## src/rtl/audio_i2s_pkg.sv

```systemverilog
// Shared constants and types for the I2S audio transmit path.
// Sample/volume widths, saturation limits and the transmitter state encoding.
package audio_i2s_pkg;

  localparam int SAMPLE_W    = 16;
  localparam int VOL_W       = 7;
  localparam int SLOT_BITS   = 32;
  localparam int UNITY_SHIFT = 6;
  localparam int PROD_W      = 24;

  localparam logic signed [SAMPLE_W-1:0] SAT_MAX = 16'sh7FFF;
  localparam logic signed [SAMPLE_W-1:0] SAT_MIN = 16'sh8000;

  typedef enum logic {
    IDLE = 1'b0,
    RUN  = 1'b1
  } state_t;

  // One stereo frame as delivered by the stream: left in the upper half.
  typedef struct packed {
    logic signed [SAMPLE_W-1:0] left;
    logic signed [SAMPLE_W-1:0] right;
  } frame_t;

endpackage

```

## src/rtl/vol_scale_sat.sv

```systemverilog
// Combinational per-channel gain: sample * vol / 64 with saturation to 16 bits.
// A set mute input forces the result to zero.
module vol_scale_sat
  import audio_i2s_pkg::*;
(
  input  logic signed [SAMPLE_W-1:0] sample,
  input  logic        [VOL_W-1:0]    vol,
  input  logic                       mute,
  output logic signed [SAMPLE_W-1:0] scaled
);

  logic signed [PROD_W-1:0] sample_ext;
  logic signed [PROD_W-1:0] gain_ext;
  logic signed [PROD_W-1:0] prod;
  logic signed [PROD_W-1:0] shifted;
  logic                     in_range;

  assign sample_ext = {{(PROD_W-SAMPLE_W){sample[SAMPLE_W-1]}}, sample};
  assign gain_ext   = {{(PROD_W-VOL_W){1'b0}}, vol};
  assign prod       = sample_ext * gain_ext;
  assign shifted    = prod >>> UNITY_SHIFT;

  // The value fits in 16 bits exactly when every bit above the sign bit matches it.
  assign in_range = (shifted[PROD_W-1:SAMPLE_W-1] == '0) ||
                    (shifted[PROD_W-1:SAMPLE_W-1] == '1);

  // NOTE: always_comb assigns a default first so no path leaves scaled unassigned (no latch).
  always_comb begin
    scaled = shifted[SAMPLE_W-1:0];
    if (!in_range) begin
      scaled = shifted[PROD_W-1] ? SAT_MIN : SAT_MAX;
    end
    if (mute) begin
      scaled = '0;
    end
  end

endmodule

```

## src/rtl/audio_stream_i2s_tx.sv

```systemverilog
// I2S master transmitter fed by a valid/ready audio stream, with per-frame
// volume/mute latching and a saturating underflow counter.
module audio_stream_i2s_tx
  import audio_i2s_pkg::*;
#(
  parameter int BCLK_HALF_DIV   = 8,
  parameter int UNDERFLOW_CNT_W = 16
) (
  input  logic                       clk_50,
  input  logic                       reset,
  input  logic                       enable,
  input  logic [VOL_W-1:0]           vol,
  input  logic                       mute,
  input  logic                       in_valid,
  input  logic [2*SLOT_BITS/2-1:0]   in_data,
  output logic                       in_ready,
  output logic                       aud_bclk,
  output logic                       aud_daclrck,
  output logic                       aud_dacdat,
  output logic                       frame_tick,
  output logic                       underflow,
  output logic [UNDERFLOW_CNT_W-1:0] underflow_count
);

  localparam logic [7:0] DIV_LAST = 8'(BCLK_HALF_DIV - 1);

  state_t                     state;
  logic                       hold_full;
  frame_t                     hold;
  frame_t                     out_raw;
  logic [7:0]                 div_cnt;
  logic [5:0]                 bit_cnt;
  logic [5:0]                 bit_nxt;
  logic [VOL_W-1:0]           vol_active;
  logic                       mute_active;
  logic signed [SAMPLE_W-1:0] scaled_l;
  logic signed [SAMPLE_W-1:0] scaled_r;
  logic signed [SAMPLE_W-1:0] slot_word;
  logic [4:0]                 slot_pos;
  logic                       dat_nxt;
  logic                       accept;
  logic                       div_tc;
  logic                       bclk_fall;

  assign in_ready  = !hold_full && !reset;
  assign accept    = in_valid && in_ready;
  assign div_tc    = (div_cnt == DIV_LAST);
  assign bclk_fall = (state == RUN) && div_tc && aud_bclk;
  assign bit_nxt   = bit_cnt + 6'd1;

  // The frame being played is kept raw and scaled with the gain latched at its boundary.
  vol_scale_sat u_scale_l (
    .sample (out_raw.left),
    .vol    (vol_active),
    .mute   (mute_active),
    .scaled (scaled_l)
  );

  vol_scale_sat u_scale_r (
    .sample (out_raw.right),
    .vol    (vol_active),
    .mute   (mute_active),
    .scaled (scaled_r)
  );

  // Slot positions 1..16 carry the word MSB first; the rest of each slot is zero pad.
  assign slot_pos  = bit_nxt[4:0];
  assign slot_word = bit_nxt[5] ? scaled_r : scaled_l;

  always_comb begin
    dat_nxt = 1'b0;
    if (slot_pos != 5'd0 && slot_pos <= 5'd16) begin
      dat_nxt = slot_word[4'(5'd16 - slot_pos)];
    end
  end

  // NOTE: the raw hold word is plain storage; only hold_full needs reset to discard it.
  always_ff @(posedge clk_50) begin
    if (accept) begin
      hold <= in_data;
    end
  end

  // NOTE: all state is updated with non-blocking assignments so every register sees pre-edge values.
  always_ff @(posedge clk_50) begin
    if (reset) begin
      state           <= IDLE;
      hold_full       <= 1'b0;
      out_raw         <= '0;
      div_cnt         <= '0;
      bit_cnt         <= 6'd63;
      vol_active      <= '0;
      mute_active     <= 1'b1;
      aud_bclk        <= 1'b0;
      aud_daclrck     <= 1'b1;
      aud_dacdat      <= 1'b0;
      frame_tick      <= 1'b0;
      underflow       <= 1'b0;
      underflow_count <= '0;
    end else begin
      frame_tick <= 1'b0;
      underflow  <= 1'b0;
      if (accept) begin
        hold_full <= 1'b1;
      end

      case (state)
        IDLE: begin
          aud_bclk    <= 1'b0;
          aud_daclrck <= 1'b1;
          aud_dacdat  <= 1'b0;
          div_cnt     <= '0;
          bit_cnt     <= 6'd63;
          if (enable) begin
            state <= RUN;
          end
        end

        RUN: begin
          div_cnt <= div_tc ? 8'd0 : div_cnt + 8'd1;
          if (div_tc) begin
            aud_bclk <= ~aud_bclk;
          end

          if (bclk_fall) begin
            if (bit_cnt == 6'd63 && !enable) begin
              // Stop only after the last slot has fully played; no new frame is loaded.
              state       <= IDLE;
              aud_daclrck <= 1'b1;
              aud_dacdat  <= 1'b0;
            end else begin
              bit_cnt     <= bit_nxt;
              aud_daclrck <= bit_nxt[5];
              aud_dacdat  <= dat_nxt;

              if (bit_cnt == 6'd63) begin
                vol_active  <= vol;
                mute_active <= mute;
                frame_tick  <= 1'b1;
                if (hold_full) begin
                  out_raw   <= hold;
                  hold_full <= 1'b0;
                end else begin
                  out_raw   <= '0;
                  underflow <= 1'b1;
                  if (underflow_count != '1) begin
                    underflow_count <= underflow_count + UNDERFLOW_CNT_W'(1);
                  end
                end
              end
            end
          end
        end

        default: state <= IDLE;
      endcase
    end
  end

endmodule

```

## config.mk

```make
export PLATFORM = sky130hd
export DESIGN_NAME = audio_stream_i2s_tx
export DESIGN_NICKNAME = d
export VERILOG_FILES = /design/src/rtl/audio_i2s_pkg.sv /design/src/rtl/vol_scale_sat.sv /design/src/rtl/audio_stream_i2s_tx.sv
export SDC_FILE = /design/constraint.sdc
export NUM_CORES = 1
export LEC_CHECK = 0
export ABC_AREA = 1
export BUFFER_PORTS_ARGS = -buffer_cell sky130_fd_sc_hd__buf_2
export CAP_MARGIN = 20
export CELL_PAD_IN_SITES_DETAIL_PLACEMENT = 1
export CELL_PAD_IN_SITES_GLOBAL_PLACEMENT = 1
export CORE_MARGIN = 10
export CORE_UTILIZATION = 42
export CTS_CLUSTER_SIZE = 14
export DETAILED_ROUTE_END_ITERATION = 10
export PLACE_DENSITY = 0.77
export SKIP_LAST_GASP = 1
export SLEW_MARGIN = 40
export SYNTH_ARGS = -nofsm -noshare
export SYNTH_HDL_FRONTEND = slang
export SYNTH_SLANG_ARGS = --single-unit
```

## constraint.sdc

```tcl
create_clock -name clk_50 -period 4.9 [get_ports clk_50]
set_clock_uncertainty 0.1 [all_clocks]
set_input_delay 0.49 -clock clk_50 [delete_from_list [all_inputs] [get_ports clk_50]]
set_output_delay 0.49 -clock clk_50 [all_outputs]
set_load 0.01 [all_outputs]
```

==> impl_results.md <==
- Status: finished with violations
- Failing checks: negative setup slack
- Net count after synthesis: 2,288
- Fin cells: 2,659
- Netlist cell types: 49
- Leakage Power: 10.1 nW
- Layout cell share with drive strength beyond 1: 23.7%
- Cts hold-fix bufs: 0
- Worst Path Max Fanout: 6
- R2r worst-path depth: 31
- Final WS setup: -478 ps
- Placed cells: 2,623
- Top cell type by total area after synthesis: fa_1
- WP data arrival: 5590 ps
- Synth Register Bits: 109
- Number of global-route vias before repair: 15,200
- Clk sinks: 109
- Worst hold path type: in2reg
- Worst path max stage delay: 590 ps
- Top post-synthesis cells by area: fa_1 24%, nand2_1 15%, inv_1 14%
- Total routed wirelength: 47,400 um
- Antenna Cells: 0
- CTS max path bufs: 2
- Fin nets: 2,521
- Worst Tran Pin Value: 723 ps
- Reg2reg setup slack: -480 ps
- PD cells: 109 nW/um^2
- Highest Clock Rate: 186 MHz
- Slowest cell on crit path: fa_2
- Largest net degree at the start of global routing: 36
- CTS buffer count: 9
- Most common cell on crit path: nand2_1
- Gate Count Post-Synth: 1,979
- Wire per inst: 17.8 um
- GRT Total Usage: 22.8%
- Detailed Routing Iterations Pass 1: 4
- DR vias: 13,200
- Die Wd: 202 um
- Area after DPL: 16,200 um^2
- Mapped Avg Cell Area: 7.04 um^2
- CTS tree: done
- Worst Setup EP: aud_dacdat
- Type of destination of the critical path: flop
- CP startpoint kind: flop
- First-pass GRT wire length: 75,500 um
- DIE HEIGHT: 202 um
- Finish-stage setup viols: 1
- Area grow syn2layout: 26.4%
- Final ANT Viol Nets: 0
- Initial DRC Count: 494
- Final slew viol count: 0
- Number of port buffers: 65
- Fin. Hold Viols: 0
- Critical path class: reg2reg
- DRC Markers: 0
- Site Rows: 66
- Share of the synthesized area in the top cell type: 24.4%
- Hpwl dp: 34,700 um
- Critical path required time: 5110 ps
- Sequential area share after synthesis: 18.0%
- Final global-route overflow total: 0
- Min Tclk post-route: 5380 ps
- Top FF cell, synth: dfxtp_1
- I/O Pins: 66
- Initial core utilization: 42.7%
- Worst R2R Start: vol_active[3]
- Clk_lat worst skew: 380 ps
- Share of synthesized registers carrying an async set or reset: 0%
- Die Area: 40,900 um^2
- CTS H-tree lvls: 3
- Core ar.: 32,600 um^2
- Yosys Warn Count: 0
- Peak VDD IR: 159 uV
- Unrepaired setup endpoints after global routing: true
- Root Buffer: clkbuf_16
- Period utilization: 110%
- Rel. slew slack: 51.6%
- Post-synth EDFFs: 32
- Final core utilization: 54.0%
- Power consumption: 1.92 mW
- MaxCap Viol Count: 0
- Clk slew on worst S/H paths: 90 ps
- Cell Area, Synth: 13,900 um^2
- Vias per inst: 4.98
- Worst hold stages: 1
- Initial antenna violation count: 0
- Crit Reg-Reg Endpoint: aud_dacdat
- RePlAce Congestion: 0.858
- CP Launch Point: vol_active[3]
- Post-route design area: 17,600 um^2
==> power breakdown <==
group	switching, mW	total, mW	internal, mW
clock network	0.411	0.774	0.362
registers	0.00906	0.954	0.945
logic	0.124	0.188	0.0641
total	0.544	1.92	1.37
==> critical path, delay by kind of cell (launching register included) <==
kind	cells	cell delay, ps
simple gates	18	1590
flops	1	430
compound gates	2	250
buf+inv	6	570
fa+ha+maj	5	2350
==> cell type report <==
type	count	area, um^2
fill	4159	15000
sequential	109	2520
multi-input combinational	1271	10100
clock inverter	6	62.6
clock buffer	10	229
inverter	532	2000
timing repair buffer	289	2190
tap	442	553
==> metrics by stage <==
step / setup TNS, ps / worst slack (ps) / hold slack, ps
floorplan: 0 / 1.62 / 318
global placement: -416 / -416 / 327
detailed placement: -570 / -570 / 347
CTS: -368 / -368 / 174
global route: -715 / -715 / 169
finish: -478 / -478 / 180
==> worst min-delay path by stage <==
stage                            from          to  slack, ps
after floorplan            div_cnt[0]  div_cnt[0]        320
after CTS                 in_data[25]    hold[25]        170
final                     in_data[27]    hold[27]        180
after global placement     div_cnt[0]  div_cnt[0]        330
after detailed placement   div_cnt[0]  div_cnt[0]        350
after global routing      in_data[17]    hold[17]        170
==> cell families (layout without fill, tap and decap cells) <==
group / count (synthesis) / after routing / share of synthesized area, %
AO/OA/AOI/OAI: 150 / 150 / 6.05
XOR/XNOR: 32 / 32 / 2.06
adder cells (fa/ha/maj): 265 / 265 / 32.9
buffers and inverters: 600 / 837 / 16.6
flip-flops: 109 / 109 / 18.0
AND/OR/NAND/NOR: 823 / 824 / 24.4
==> synth_stat cells (3+ instances only) <==
cell type,count
o21ai_0,17
nor2_2,6
clkbuf_2,15
nor2_1,131
buf_4,10
inv_2,12
nand3_1,62
a21o_1,4
ha_1,95
nor3_1,12
o21a_1,3
nand3b_1,3
edfxtp_1,32
clkbuf_1,41
inv_1,517
fa_1,170
xor2_1,18
nand3_2,4
nand2_2,9
dfxtp_1,77
clkinv_1,3
nor4_1,3
a31oi_1,3
a22o_1,6
a21oi_1,97
o21bai_1,7
nand4_1,20
xnor2_1,13
nor2_4,3
o21ai_1,5
nand2_1,557
==> routing by layer <==
layer	global-route usage, %	wire length [um]	vias up
li1	-	-	6261
met1	23.3	17900	6606
met2	45.0	26000	236
met3	2.81	1170	128
met4	9.94	2310	0
met5	0	0	-
==> cell usage in the layout (no fill, tap or decap), drive strengths merged, types with 15 or more instances in the layout <==
master	count
nand2	567
inv	535
buf	289
fa	170
nor2	140
a21oi	98
ha	95
dfxtp	77
nand3	66
edfxtp	32
o21ai	22
nand4	21
xor2	19
nor3	15
==> state kept, by name, summed over array words and instances, names as in the netlist, 6 cells and up <==
signal / count
hold: 32
bit_cnt: 6
vol_active: 7
underflow_count: 16
div_cnt: 8
out_raw: 32
==> timing repair <==
item | 4_1_cts | 5_1_grt
gates resized for setup | 102 | 112
pin swaps | 36 | 66
setup buffers | 11 | 6
cloned | 4 | 0
setup endpoints to repair | 1 | 1
No activity file was read; power rests on OpenSTA's default activity.
